<file path="config.mk">
export PLATFORM = sky130hd
export DESIGN_NAME = somador_serial_ctrl_flat
export DESIGN_NICKNAME = d
export VERILOG_FILES = /design/src/rtl/somador_serial_ctrl_if.sv /design/src/rtl/somador_serial_ctrl.sv /design/src/flat_wrapper.sv
export SDC_FILE = /design/constraint.sdc
export NUM_CORES = 1
export LEC_CHECK = 0
export CORE_ASPECT_RATIO = 0.8
export CORE_UTILIZATION = 53
export CTS_CLUSTER_DIAMETER = 100
export CTS_CLUSTER_SIZE = 10
export DETAILED_ROUTE_END_ITERATION = 8
export MAX_ROUTING_LAYER = met4
export PLACE_DENSITY = 0.83
export SETUP_SLACK_MARGIN = 0.15
export SYNTH_ARGS = -nofsm -noshare
export SYNTH_HDL_FRONTEND = slang
export SYNTH_HIERARCHICAL = 1
export SYNTH_SLANG_ARGS = --single-unit
export TNS_END_PERCENT = 20
</file>
<file path="constraint.sdc">
create_clock -name clk -period 2 [get_ports clk]
set_clock_uncertainty 0.05 [all_clocks]
set_input_delay 0.4 -clock clk [delete_from_list [all_inputs] [get_ports clk]]
set_output_delay 0.4 -clock clk [all_outputs]
set_load 0.02 [all_outputs]
</file>
<file path="src/rtl/somador_serial_ctrl_if.sv">
// Operand/result bundle for the bit-serial adder controller.
// SOMADOR_SERIAL_SUB_EN adds the subtrai request bit.
interface somador_serial_ctrl_if #(
  parameter int N = 8
);
  logic         inicio;
  logic [N-1:0] opA;
  logic [N-1:0] opB;
`ifdef SOMADOR_SERIAL_SUB_EN
  logic         subtrai;
`endif
  logic         ocupado;
  logic         pronto;
  logic [N-1:0] resultado;
  logic         tSaida;

`ifdef SOMADOR_SERIAL_SUB_EN
  modport master (output inicio, opA, opB, subtrai,
                  input  ocupado, pronto, resultado, tSaida);
  modport slave  (input  inicio, opA, opB, subtrai,
                  output ocupado, pronto, resultado, tSaida);
`else
  modport master (output inicio, opA, opB,
                  input  ocupado, pronto, resultado, tSaida);
  modport slave  (input  inicio, opA, opB,
                  output ocupado, pronto, resultado, tSaida);
`endif
endinterface

</file>
<file path="src/rtl/somador_serial_ctrl.sv">
// Bit-serial N-bit adder: one full-adder cell, carry recirculated, LSB first.
// SOMADOR_SERIAL_SUB_EN enables two's-complement subtraction via subtrai.
module SomadorUmBit (
  input  logic a,
  input  logic b,
  input  logic cin,
  output logic s,
  output logic cout
);
  assign s    = a ^ b ^ cin;
  assign cout = (a & b) | (cin & (a ^ b));
endmodule

module somador_serial_ctrl #(
  parameter int N = 8
) (
  input  logic clk,
  input  logic rst_n,
  somador_serial_ctrl_if.slave bus
);
  localparam int CW = $clog2(N);

  typedef enum logic [1:0] {IDLE, SOMA, FIM} state_t;

  state_t        state_reg, state_next;
  logic [N-1:0]  op_a_reg, op_b_reg, resultado_reg;
  logic          carry_reg, tsaida_reg;
  logic [CW-1:0] cnt_reg;
  logic          soma_bit, carry_out, last_bit;
  logic [N-1:0]  op_b_load;
  logic          cin_load;

`ifdef SOMADOR_SERIAL_SUB_EN
  // a - b = a + ~b + 1
  assign op_b_load = bus.subtrai ? ~bus.opB : bus.opB;
  assign cin_load  = bus.subtrai;
`else
  assign op_b_load = bus.opB;
  assign cin_load  = 1'b0;
`endif

  SomadorUmBit u_fa (
    .a    (op_a_reg[0]),
    .b    (op_b_reg[0]),
    .cin  (carry_reg),
    .s    (soma_bit),
    .cout (carry_out)
  );

  assign last_bit = (cnt_reg == CW'(N - 1));

  always_ff @(posedge clk or negedge rst_n) begin
    if (!rst_n) begin
      state_reg <= IDLE;
    end else begin
      state_reg <= state_next;
    end
  end

  always_comb begin
    state_next = state_reg;
    case (state_reg)
      IDLE:    if (bus.inicio) state_next = SOMA;
      SOMA:    if (last_bit)   state_next = FIM;
      FIM:     state_next = IDLE;
      default: state_next = IDLE;
    endcase
  end

  always_ff @(posedge clk or negedge rst_n) begin
    if (!rst_n) begin
      op_a_reg      <= '0;
      op_b_reg      <= '0;
      resultado_reg <= '0;
      carry_reg     <= 1'b0;
      tsaida_reg    <= 1'b0;
      cnt_reg       <= '0;
    end else begin
      case (state_reg)
        IDLE: begin
          if (bus.inicio) begin
            op_a_reg  <= bus.opA;
            op_b_reg  <= op_b_load;
            carry_reg <= cin_load;
            cnt_reg   <= '0;
          end
        end
        SOMA: begin
          op_a_reg      <= {1'b0, op_a_reg[N-1:1]};
          op_b_reg      <= {1'b0, op_b_reg[N-1:1]};
          resultado_reg <= {soma_bit, resultado_reg[N-1:1]};
          carry_reg     <= carry_out;
          cnt_reg       <= cnt_reg + 1'b1;
          // Capture carry-out on the last bit so it is valid alongside pronto.
          if (last_bit) tsaida_reg <= carry_out;
        end
        default: ;
      endcase
    end
  end

  assign bus.ocupado   = (state_reg != IDLE);
  assign bus.pronto    = (state_reg == FIM);
  assign bus.resultado = resultado_reg;
  assign bus.tSaida    = tsaida_reg;
endmodule
</file>
<file path="src/flat_wrapper.sv">
// flat-port wrapper written by rule: the top's interface ports become plain ports
module somador_serial_ctrl_flat 
#(
  parameter int N = 8
)
  (clk, rst_n, bus_inicio, bus_opA, bus_opB, bus_ocupado, bus_pronto, bus_resultado, bus_tSaida);
  somador_serial_ctrl_if #(.N(N)) bus_i ();
  input  logic clk;
  input  logic rst_n;
  input wire logic [$bits(bus_i.inicio)-1:0] bus_inicio;
  input wire logic [$bits(bus_i.opA)-1:0] bus_opA;
  input wire logic [$bits(bus_i.opB)-1:0] bus_opB;
  output wire logic [$bits(bus_i.ocupado)-1:0] bus_ocupado;
  output wire logic [$bits(bus_i.pronto)-1:0] bus_pronto;
  output wire logic [$bits(bus_i.resultado)-1:0] bus_resultado;
  output wire logic [$bits(bus_i.tSaida)-1:0] bus_tSaida;
  assign bus_i.inicio = bus_inicio;
  assign bus_i.opA = bus_opA;
  assign bus_i.opB = bus_opB;
  assign bus_ocupado = bus_i.ocupado;
  assign bus_pronto = bus_i.pronto;
  assign bus_resultado = bus_i.resultado;
  assign bus_tSaida = bus_i.tSaida;
  somador_serial_ctrl #(.N(N)) u_core (.clk(clk), .rst_n(rst_n), .bus(bus_i));
endmodule
</file>
==> metrics.csv <==
metric;value;unit
Psw;1.06;mW
Final ANT Viol Nets;0;
Syn Inst Count;135;
vias per cell;5.75;
initial antenna violation count;0;
Cell Area, Placed;0.00169;sq mm
CP max stage delay;0.47;ns
fin area;0.00174;sq mm
Hold WS;0.417;ns
register area share after synthesis;0.564;
I/O pin count;30;
Area growth syn-to-layout;26.8;%
buffers added on ports;29;
setup TNS;0;ns
Worst setup EP type;output pin;
Max Clk Rate;0.564;GHz
largest cells by area after synthesis;dfrtp_1 (56%), o22ai_1 (13%), nand2_1 (7.4%);
Tightest Pin Transition;0.489;ns
CTS root buffer;clkbuf_4;
Worst Hold Class;primary input to asynchronous set/reset pin;
DR iter-0 viols;91;
Critical-path top delay cell;dfrtp_2;
Seq pwr share;0.439;
crit path time final;1.77;ns
Pins Over Slew Limit;0;
crit path max fanout;9;
core box area;0.00244;sq mm
TritonCTS clock tree;built;
first-pass GRT wire length;5040;um
Power per Cell Area;1520;mW/mm^2
number of nets in the layout;190;
FP Rows;16;
Hold Buf Count CTS;0;
headroom to the max-slew limit;0.674;
WS Path Type;register to output pin;
overall power;2.64;mW
max_cap viols;0;
final WL;3080;um
Yosys cell types;19;
post-DR wirelength/cell;15.0;um
#FFs+latches synth;31;
Leak Pwr;0.763;nW
DIE AREA;0.00280;sq mm
Netlist Area Pre-Place;0.00138;sq mm
Starting Density;0.563;
Net Count, Synth;157;
die height;47.6;um
clk_lat worst skew;0.32;ns
Clk network pwr share;0.128;
largest net degree at the start of global routing;32;
average size of a mapped cell;10.2;sq um
CP Launch Type;register;
setup violators final;0;
H-tree level count;2;
cells along the critical path;inv_2 > nand2_1 > dlygate4sd2_1;
DRC viols;0;
most frequent cells in the layout;dfrtp_1 (29), o22ai_1 (28), clkdlybuf4s50_1 (27), nand2_1 (27), a21oi_1 (15);
Crit path required time;1.55;ns
RSZ-0062 raised after global routing;no;
Internal;1.59;mW
first drt pass iteration count;4;
total CTS buffers;5;
Max rail drop VDD;0.000758;V
GPL Wtd Cong;0.841;
cell taking the most area after synthesis;dfrtp_1;
die width;59.0;um
Ant. Diodes;0;
hpwl dp;2080;um
outcome;finished, final reports clean;
Hold Vio Cnt, Final;0;
CTS Sinks;31;
CP Data Arrival Time;1.32;ns
vias in the first global route;1131;
leading cell type in the layout, fill and taps excluded;dfrtp_1;
Comb power frac;0.433;
Post-CTS Setup Inserts;0;
Tcrit/Tclk final;0.887;
maximum root-to-sink buffer count;2;
PostCTS Resize Cnt;4;
Synth warnings;6;
Vias;1178;
total track usage;0.260;
layout cells sized above 1;0.112;
switching share of power;0.400;
share of the synthesized area in the top cell type;0.564;
Worst-path clk slew;0.09;ns
GRT overflow;0;
==> cells by family after synthesis <==
family | count (synthesis) | synth area share
simple gates | 36 | 0.115
flops | 31 | 0.564
fa+ha+maj | 3 | 0.0328
compound gates | 53 | 0.227
mux | 1 | 0.0109
buf+inv | 11 | 0.0509
==> metal layers <==
metal,track usage,share of wire
met5,-,0
met4,0.110,0.011
met3,0.0622,0.045
met2,0.427,0.49
met1,0.313,0.46
==> critical path, delay by kind of cell (launching register included) <==
family        cells  cell delay, ns
buf+inv           2            0.46
flops             1            0.47
simple gates      1            0.09
==> path summary, 6_finish.rpt <==
check / startpoint / end / slack [ns] / depth (start not counted)
worst min register to register: u_core/bus.resultado[0] / u_core/bus.resultado[0] / 0.43 / 2
worst min-delay path: rst_n / u_core/op_a_reg[0] / 0.42 / 2
worst max register to register: u_core/cnt_reg[0] / u_core/bus.tSaida / 0.58 / 4
max in group asynchronous: rst_n / u_core/state_reg[0] / 1.17 / 2
worst max-delay path: u_core/state_reg[1] / bus_ocupado / 0.23 / 3
min in group clk: u_core/bus.resultado[0] / u_core/bus.resultado[0] / 0.43 / 2
==> power by group through the flow <==
stage | combinational (mW) | sequential (mW) | clock, mW
after floorplan | 0.715 | 1.20 | 0
after global placement | 1.10 | 1.14 | 0
after detailed placement | 1.14 | 1.17 | 0
after CTS | 1.14 | 1.16 | 0.350
after global routing | 1.29 | 1.20 | 0.373
final | 1.14 | 1.16 | 0.337
==> per-stage QoR <==
step                setup WS, ns   util  instances
floorplan                  0.583      -        135
global placement           0.317  0.693        197
detailed placement         0.275  0.693        197
CTS                        0.218  0.714        205
global route               0.162  0.714        205
finish                     0.227  0.714        205
==> synthesized netlist by cell type <==
cell       n
dfrtp_1   31
o22ai_1   28
nand2_1   27
a21oi_1   15
o21ai_0    6
buf_2      5
a22o_1     3
nor2_1     3
nor2b_1    3
buf_4      2
buf_6      2
ha_1       2
nand2b_2   2
and2_4     1
fa_1       1
inv_1      1
inv_2      1
mux2_4     1
o21ai_1    1
==> cell type report <==
type                    count  area [sq um]
flip-flops and latches     31           778
repair buffers             35           333
clock buffers               7          45.0
fillers                   198           699
clock inverters             1          5.00
multi-input cells          93           529
well taps                  36          45.0
inverters                   2          7.51
Power figures use the tool's default switching activity.
